### src/rtl/mips_pkg.sv
// Shared core definitions: register-file geometry and the write-back request record
// carried by both write-back sources.
package mips_pkg;

  localparam int DATA_W     = 32;
  localparam int REG_ADDR_W = 5;

  localparam logic [REG_ADDR_W-1:0] REG_ZERO = '0;

  typedef struct packed {
    logic [REG_ADDR_W-1:0] waddr;
    logic [DATA_W-1:0]     wdata;
  } wb_req_t;

endpackage

### src/rtl/wb_fifo.sv
// Synchronous FIFO holding long-latency write-back requests until the register-file
// port is free. Pointers wrap modulo DEPTH; the extra count bit separates full from empty.
module wb_fifo #(
  parameter int WIDTH = 37,
  parameter int DEPTH = 4,
  localparam int PTR_W = $clog2(DEPTH),
  localparam int CNT_W = PTR_W + 1
) (
  input  logic             clk,
  input  logic             rst_n,
  input  logic             push,
  input  logic [WIDTH-1:0] push_data,
  input  logic             pop,
  output logic [WIDTH-1:0] head,
  output logic             full,
  output logic             empty,
  output logic [CNT_W-1:0] count
);

  logic [WIDTH-1:0] mem [DEPTH];
  logic [PTR_W-1:0] wr_ptr;
  logic [PTR_W-1:0] rd_ptr;
  logic             do_push;
  logic             do_pop;

  assign full    = (count == CNT_W'(DEPTH));
  assign empty   = (count == '0);
  assign do_push = push && !full;
  assign do_pop  = pop && !empty;
  assign head    = mem[rd_ptr];

  // NOTE: storage has no reset; occupancy is tracked by count, so stale words are never read.
  always_ff @(posedge clk) begin
    if (do_push) mem[wr_ptr] <= push_data;
  end

  // NOTE: all sequential state uses non-blocking assignments so every register samples pre-edge values.
  always_ff @(posedge clk or negedge rst_n) begin
    if (!rst_n) begin
      wr_ptr <= '0;
      rd_ptr <= '0;
      count  <= '0;
    end else begin
      if (do_push) wr_ptr <= wr_ptr + 1'b1;
      if (do_pop)  rd_ptr <= rd_ptr + 1'b1;
      case ({do_push, do_pop})
        2'b10:   count <= count + 1'b1;
        2'b01:   count <= count - 1'b1;
        default: count <= count;
      endcase
    end
  end

endmodule

### src/rtl/wb_arbiter.sv
// Write-back arbiter: the pipeline slot always wins the register-file port; long-latency
// results are bypassed straight through when idle, otherwise queued in order.
module wb_arbiter #(
  parameter int DATA_W     = mips_pkg::DATA_W,
  parameter int ADDR_W     = mips_pkg::REG_ADDR_W,
  parameter int FIFO_DEPTH = 4,
  localparam int CNT_W = $clog2(FIFO_DEPTH) + 1
) (
  input  logic              i_clk,
  input  logic              i_rst_n,
  input  logic              i_pipe_we,
  input  logic [ADDR_W-1:0] i_pipe_waddr,
  input  logic [DATA_W-1:0] i_pipe_wdata,
  input  logic              i_lu_valid,
  output logic              o_lu_ready,
  input  logic [ADDR_W-1:0] i_lu_waddr,
  input  logic [DATA_W-1:0] i_lu_wdata,
  output logic              o_rf_we,
  output logic [ADDR_W-1:0] o_rf_waddr,
  output logic [DATA_W-1:0] o_rf_wdata,
  output logic [CNT_W-1:0]  o_fifo_cnt
);

  import mips_pkg::*;

  wb_req_t pipe_req;
  wb_req_t lu_req;
  wb_req_t head_req;
  wb_req_t rf_req;
  wb_req_t next_req;

  logic pipe_wr;
  logic lu_xfer;
  logic lu_keep;
  logic bypass;
  logic fifo_push;
  logic fifo_pop;
  logic fifo_full;
  logic fifo_empty;
  logic next_we;
  logic rf_we;

  assign pipe_req = '{waddr: i_pipe_waddr, wdata: i_pipe_wdata};
  assign lu_req   = '{waddr: i_lu_waddr,   wdata: i_lu_wdata};

  // Ready depends only on registered occupancy and reset, never on i_lu_valid.
  assign o_lu_ready = i_rst_n && !fifo_full;

  assign pipe_wr   = i_pipe_we && (i_pipe_waddr != REG_ZERO);
  assign lu_xfer   = i_lu_valid && o_lu_ready;
  assign lu_keep   = lu_xfer && (i_lu_waddr != REG_ZERO);
  assign fifo_pop  = !pipe_wr && !fifo_empty;
  assign bypass    = !pipe_wr && fifo_empty && lu_keep;
  assign fifo_push = lu_keep && !bypass;

  wb_fifo #(
    .WIDTH ($bits(wb_req_t)),
    .DEPTH (FIFO_DEPTH)
  ) u_fifo (
    .clk       (i_clk),
    .rst_n     (i_rst_n),
    .push      (fifo_push),
    .push_data (lu_req),
    .pop       (fifo_pop),
    .head      (head_req),
    .full      (fifo_full),
    .empty     (fifo_empty),
    .count     (o_fifo_cnt)
  );

  // NOTE: defaults first so every path assigns every output and no latch is inferred.
  always_comb begin
    next_we  = 1'b0;
    next_req = rf_req;
    if (pipe_wr) begin
      next_we  = 1'b1;
      next_req = pipe_req;
    end else if (fifo_pop) begin
      next_we  = 1'b1;
      next_req = head_req;
    end else if (bypass) begin
      next_we  = 1'b1;
      next_req = lu_req;
    end
  end

  always_ff @(posedge i_clk or negedge i_rst_n) begin
    if (!i_rst_n) begin
      rf_we  <= 1'b0;
      rf_req <= '0;
    end else begin
      rf_we  <= next_we;
      rf_req <= next_req;
    end
  end

  assign o_rf_we    = rf_we;
  assign o_rf_waddr = rf_req.waddr;
  assign o_rf_wdata = rf_req.wdata;

endmodule

### config.mk
export PLATFORM = sky130hd
export DESIGN_NAME = wb_arbiter
export DESIGN_NICKNAME = d
export VERILOG_FILES = /design/src/rtl/mips_pkg.sv /design/src/rtl/wb_fifo.sv /design/src/rtl/wb_arbiter.sv
export SDC_FILE = /design/constraint.sdc
export NUM_CORES = 1
export LEC_CHECK = 0
export ABC_AREA = 1
export CAP_MARGIN = 20
export CELL_PAD_IN_SITES_DETAIL_PLACEMENT = 1
export CELL_PAD_IN_SITES_GLOBAL_PLACEMENT = 1
export CORE_MARGIN = 3
export CORE_UTILIZATION = 46
export DETAILED_ROUTE_END_ITERATION = 12
export PLACE_DENSITY = 0.95
export REMOVE_ABC_BUFFERS = 1
export SYNTH_ARGS = -nofsm -noshare
export SYNTH_HDL_FRONTEND = slang
export SYNTH_SLANG_ARGS = --single-unit
### constraint.sdc
create_clock -name i_clk -period 5.6 [get_ports i_clk]
set_clock_uncertainty 0.15 [all_clocks]
set_input_delay 0.56 -clock i_clk [delete_from_list [all_inputs] [get_ports i_clk]]
set_output_delay 0.56 -clock i_clk [all_outputs]
set_load 0.01 [all_outputs]
=== Word-level counts from Yosys, hierarchy flattened ===
Memory sizes are Yosys's and may differ from the RTL's.
Index checks and enable logic that the tools add are counted.

* Add/sub/neg operators: 4
* Equal/unequal tests: 3
* Muxes and demuxes: 9
* Reductions and logical operators: 19

{| class="wikitable"
|+ Operators by type and width
! kind !! count
|-
| 37-bit two-way mux || 3
|-
| 1-bit logical AND || 10
|-
| 5-bit nonzero test || 2
|-
| 3-bit case mux with 2 select lines || 1
|-
| 1-bit two-way mux || 5
|-
| 2-bit by 1-bit adder with 2-bit output, second input constant || 2
|-
| 1-bit zero test || 4
|-
| 3-bit by 1-bit adder with 3-bit output, second input constant || 1
|-
| 3-bit == test, second input constant || 1
|-
| 3-bit zero test || 1
|-
| 3-bit nonzero test || 1
|-
| 3-bit by 1-bit subtractor with 3-bit output, second input constant || 1
|-
| 2-bit by 1-bit == test with 1-bit output, second input constant || 1
|-
| 2-bit == test, second input constant || 1
|-
| 2-bit nonzero test || 1
|}

* Register bits: 45
* RAM bits: 148
* Output and inout port bits: 42
* Memories kept: 1

{| class="wikitable"
|+ Memories
! name !! depth !! width !! read ports !! clocked after Yosys merged registers in !! wr ports !! line !! text
|-
| u_fifo.mem || 4 || 37 || 1 || 0 || 1 || wb_fifo.sv:20 || <nowiki>logic [WIDTH-1:0] mem [DEPTH];</nowiki>
|}

=== Depth between registers and ports, before layout ===
* Depth after elaboration: 11
* Mapped depth: 12
* Mapped depth without buffers: 11

=== By module ===
Synthesis repeated with hierarchy kept, for this count alone.

* Cell total of the unflattened synthesis: 894
* Area, all modules: 8842.2 um^2

{| class="wikitable"
|+ Modules (own cells, without submodules)
! module !! instances !! cells each !! area an instance (um^2)
|-
| wb_fifo || 1 || 493 || 6344.8
|-
| wb_arbiter || 1 || 401 || 2497.4
|}

=== Worst setup path before layout ===
No wires, ideal clock.

* Path kind: input -> register
* Start: input port i_pipe_waddr[4]
* End: memory u_fifo.mem[0][0] (enable)
* Library setup time: 431 ps
* Data arrival time: 2704 ps
* Path slack: 2314 ps
* Stages: 6
* Path buffers: 0
* Cells stage by stage: inv_1 nand3_4 nand2_2 nand2_1 nand4_1 nor2_1

* Word-level cells in the longest chain between the ends: 10

{| class="wikitable"
|+ RTL lines
! what !! line !! text
|-
| from (decl) || wb_arbiter.sv:12 || <nowiki>input logic [ADDR_W-1:0] i_pipe_waddr,</nowiki>
|-
| 5-bit nonzero test || wb_arbiter.sv:49 || <nowiki>assign pipe_wr = i_pipe_we && (i_pipe_waddr != REG_ZERO);</nowiki>
|-
| 1-bit logical AND || wb_arbiter.sv:49 ||
|-
| 1-bit zero test || wb_arbiter.sv:53 || <nowiki>assign bypass = !pipe_wr && fifo_empty && lu_keep;</nowiki>
|-
| 1-bit logical AND (2 in a row) || wb_arbiter.sv:53 ||
|-
| 1-bit zero test || wb_arbiter.sv:54 || <nowiki>assign fifo_push = lu_keep && !bypass;</nowiki>
|-
| 1-bit logical AND || wb_arbiter.sv:54 ||
|-
| 1-bit logical AND || wb_fifo.sv:28 || <nowiki>assign do_push = push && !full;</nowiki>
|-
| 1-bit two-way mux || wb_fifo.sv:34 || <nowiki>if (do_push) mem[wr_ptr] <= push_data;</nowiki>
|-
| 1-bit two-way mux (not written as such) || wb_fifo.sv:34 ||
|-
| to (decl) || wb_fifo.sv:20 ||
|}

Every way passes these cells.

=== Worst setup path in the final report ===
* Start: input port i_pipe_waddr[0]
* End: register u_fifo.count[2]

* Elaborated cells on any way between the ends: 14
* Those cells by class: eq/ne (2); mux (1); reduce/logical (11)

{| class="wikitable"
|+ RTL lines
! what !! line !! text
|-
| 5-bit nonzero test * || wb_arbiter.sv:49 ||
|-
| 1-bit logical AND * || wb_arbiter.sv:49 ||
|-
| 1-bit zero test * || wb_arbiter.sv:52 || <nowiki>assign fifo_pop = !pipe_wr && !fifo_empty;</nowiki>
|-
| 1-bit logical AND * || wb_arbiter.sv:52 ||
|-
| 1-bit logical AND * || wb_fifo.sv:29 || <nowiki>assign do_pop = pop && !empty;</nowiki>
|-
| net u_fifo.do_pop || wb_fifo.sv:24 || <nowiki>logic do_pop;</nowiki>
|-
| 2-bit by 1-bit == test with 1-bit output or 2-bit == test (tied branches) || wb_fifo.sv:46 || <nowiki>case ({do_push, do_pop})</nowiki>
|-
| 3-bit case mux with 2 select lines or 2-bit nonzero test (tied branches) || - ||
|-
| to (signal assigned) || wb_fifo.sv:47 || <nowiki>2'b10: count <= count + 1'b1;</nowiki>
|-
| to (signal assigned) || wb_fifo.sv:48 || <nowiki>2'b01: count <= count - 1'b1;</nowiki>
|-
| to (signal assigned) || wb_fifo.sv:49 || <nowiki>default: count <= count;</nowiki>
|-
| to (decl) || wb_fifo.sv:17 || <nowiki>output logic [CNT_W-1:0] count</nowiki>
|}

Mark *: on every way through the listed nets, which the timed path passes. The rest lies on a longest branch.
A chain may end at the register's enable or synchronous reset.

==> results.json <==
{
  "synth_seq_area_share_pct": 61.5,
  "cp.depth": 13,
  "ctsHoldBuffers": 0,
  "rr_startpoint": "u_fifo.count[2]",
  "endpoint_kind": "register",
  "grt_pass1_vias": 8112,
  "hp-class": "input pin to async pin",
  "rsz0062_at_grt": "false",
  "rows": 50,
  "cp_num_buf_inv": 4,
  "ir_drop_mv": 0.248,
  "wl_per_cell_um": 21.3,
  "ant_nets": 0,
  "grt_first_pass_wirelength_mm": 44.7,
  "cp_slowest_stage_delay_ps": 650,
  "worstSetupStartpointType": "input pin",
  "r2r_slack_ps": 1980,
  "path_class": "input pin to register",
  "cts_resized": 0,
  "htreeDepth": 4,
  "hold_viol_final": 0,
  "mostFrequentLayoutCells": "271 x nand2_1, 257 x nand3_1, 158 x inv_1, 148 x edfxtp_1, 117 x clkdlybuf4s50_1",
  "fin_nets": 1148,
  "endpoint": "u_fifo.count[2]",
  "max_freq_ghz": 0.263,
  "grt-ovfl-total": 0,
  "die_h_um": 146,
  "drtIter0Drc": 615,
  "postRouteWirelength_mm": 28.4,
  "fin_util_pct": 57.6,
  "drive_above_1_share_pct": 5.76,
  "io_pins": 120,
  "cp-startpoint": "i_pipe_waddr[0]",
  "rr_endpoint": "o_rf_wdata[18]",
  "drc": 0,
  "final-seq-area_um2": 5570,
  "vias_per_cell": 5.51,
  "track_usage_pct": 26.9,
  "area_delta_synth_final_pct": 21.0,
  "fillers": 2135,
  "cp_slowest_cell": "buf_4",
  "cts_tree": "built",
  "cp_common_cell": "inv_1",
  "cts_buffers": 17,
  "worst_pin_slew_ps": 985,
  "slew_headroom_pct": 34.1,
  "core-area_um2": 19000,
  "netlist_area_um2": 9060,
  "setup_viol_count_final": 0,
  "antenna_found_initial": 0,
  "n_antenna_cell": 0,
  "required_ps": 5760,
  "multi_input_area_um2": 2590,
  "status": "completed",
  "clk_latency_ps": 440,
  "yosysWarnings": 0,
  "start_util_pct": 47.6,
  "clk_pin_slew_ps": 70,
  "clockBufferDepth": 2,
  "crit_chain": "clkdlybuf4s50_1 -> nor2_2 -> nand3_4 -> nand2_2 -> buf_4 -> nand2_1 -> inv_1 -> ha_1 -> inv_1 -> fa_1 -> a21oi_1 -> o21ai_0 -> xnor2_1",
  "cp_data_arrival_time_ps": 3970,
  "mostFrequentLayoutCell": "nand2_1",
  "tns_ps": 0,
  "max_cap_violations": 0,
  "die_x_um": 146,
  "cts_num_sinks": 193,
  "yosysUniqueCellTypes": 25,
  "hpwl_mm": 16.7,
  "crit_fanout": 75,
  "synthCells": 974,
  "rr_worst_depth": 6,
  "period_needed_ps": 3800,
  "gp_congestion": 0.752,
  "finalCritPeriodShare_pct": 67.9,
  "grt_max_degree": 76,
  "die_area_um2": 21400,
  "leakage_nw": 4.89,
  "vias": 7371,
  "pwr_density_cell_nw_per_um2": 475,
  "avgSynthCellArea_um2": 9.30,
  "drt_pre_antenna_iters": 6,
  "finalMaxSlewViolations": 0,
  "crit_family": "buffers and inverters",
  "io_buffers": 119,
  "ys_ff_latch": 193,
  "post-cts-setup-buffers": 0,
  "root_buffer": "clkbuf_16"
}
[synthesized netlist by cell type (all sizes together)]
| library cell | number | area (µm²) |
|---|---|---|
| nor3 | 2 | 15.0 |
| a21oi | 1 | 5.00 |
| fa | 1 | 20.0 |
| dfrtp | 45 | 1130 |
| o21ai | 2 | 10.0 |
| inv | 164 | 616 |
| buf | 43 | 265 |
| xor2 | 1 | 8.76 |
| nor2 | 11 | 46.3 |
| ha | 5 | 62.6 |
| edfxtp | 148 | 4440 |
| nand4 | 1 | 6.26 |
| a31oi | 1 | 21.3 |
| xnor2 | 2 | 17.5 |
| nand2 | 273 | 1030 |
| clkbuf | 15 | 56.3 |
| nand3 | 259 | 1310 |
[report_power, final]
group,internal (mW),switching [mW]
Clock,0.701,0.557
Combinational,0.690,1.22
Sequential,1.82,0.210
Total,3.21,1.99
[worst min-delay path by stage]
stage / start / endpoint / slack, ps
finish: i_rst_n / o_rf_waddr[3] / 160
global route: i_rst_n / o_rf_wdata[11] / 210
CTS: i_rst_n / o_rf_wdata[11] / 160
detailed placement: o_rf_wdata[31] / o_rf_wdata[31] / 350
global placement: o_rf_wdata[31] / o_rf_wdata[31] / 350
floorplan: i_rst_n / o_rf_waddr[0] / 110
[final cells by class]
type,count,share of cell area (%)
Inverter,164,5.62
Multi-Input combinational cell,559,23.7
Timing Repair Buffer,129,11.5
Clock inverter,14,1.51
Sequential cell,193,50.9
Tap cell,260,2.97
Clock buffer,18,3.92
[registers in the layout, indices dropped and copies added, names as in the netlist]
name,cells
o_rf_waddr,5
u_fifo.rd_ptr,2
u_fifo.count,3
u_fifo.wr_ptr,2
u_fifo.mem,148
o_rf_we,1
o_rf_wdata,32
[worst reg2reg max path, cell delays in order, from the launching register on]
cell and delay (ps):
dfrtp_1 480, nor3_4 710, nand2_1 230, inv_2 730, nand2_2 810, nand2_1 320
nand2_1 80
[routing by layer]
layer,part of all wire [%],GRT usage [%],vias to the layer above
met5,0,0,-
li1,-,-,3326
met2,52,47.3,287
met3,5.0,4.03,63
met4,2.4,10.8,0
met1,41,33.5,3695
[logic make-up (layout without fill, tap and decap cells)]
| family | count (synthesis) | after routing | synth area share, % |
|---|---|---|---|
| and+or+nand+nor | 546 | 546 | 26.5 |
| xor gates and xnor gates | 3 | 3 | 0.290 |
| DFF | 193 | 193 | 61.5 |
| AOI/OAI and AO/OA | 4 | 4 | 0.401 |
| buffers and inverters | 222 | 325 | 10.3 |
| adders and majority gates | 6 | 6 | 0.912 |
[through the flow]
step | instance area (µm²) | hold slack, ps | power (mW) | cells | setup WS [ps]
after floorplan | 8730 | 114 | 3.01 | 916 | 1440
after global placement | 10400 | 346 | 3.78 | 1305 | 1700
after detailed placement | 10400 | 353 | 3.92 | 1305 | 1410
after CTS | 11000 | 160 | 5.20 | 1337 | 1790
after global routing | 11000 | 214 | 5.47 | 1337 | 1510
final | 11000 | 158 | 5.20 | 1337 | 1800
(Power assumes the default switching activity.)
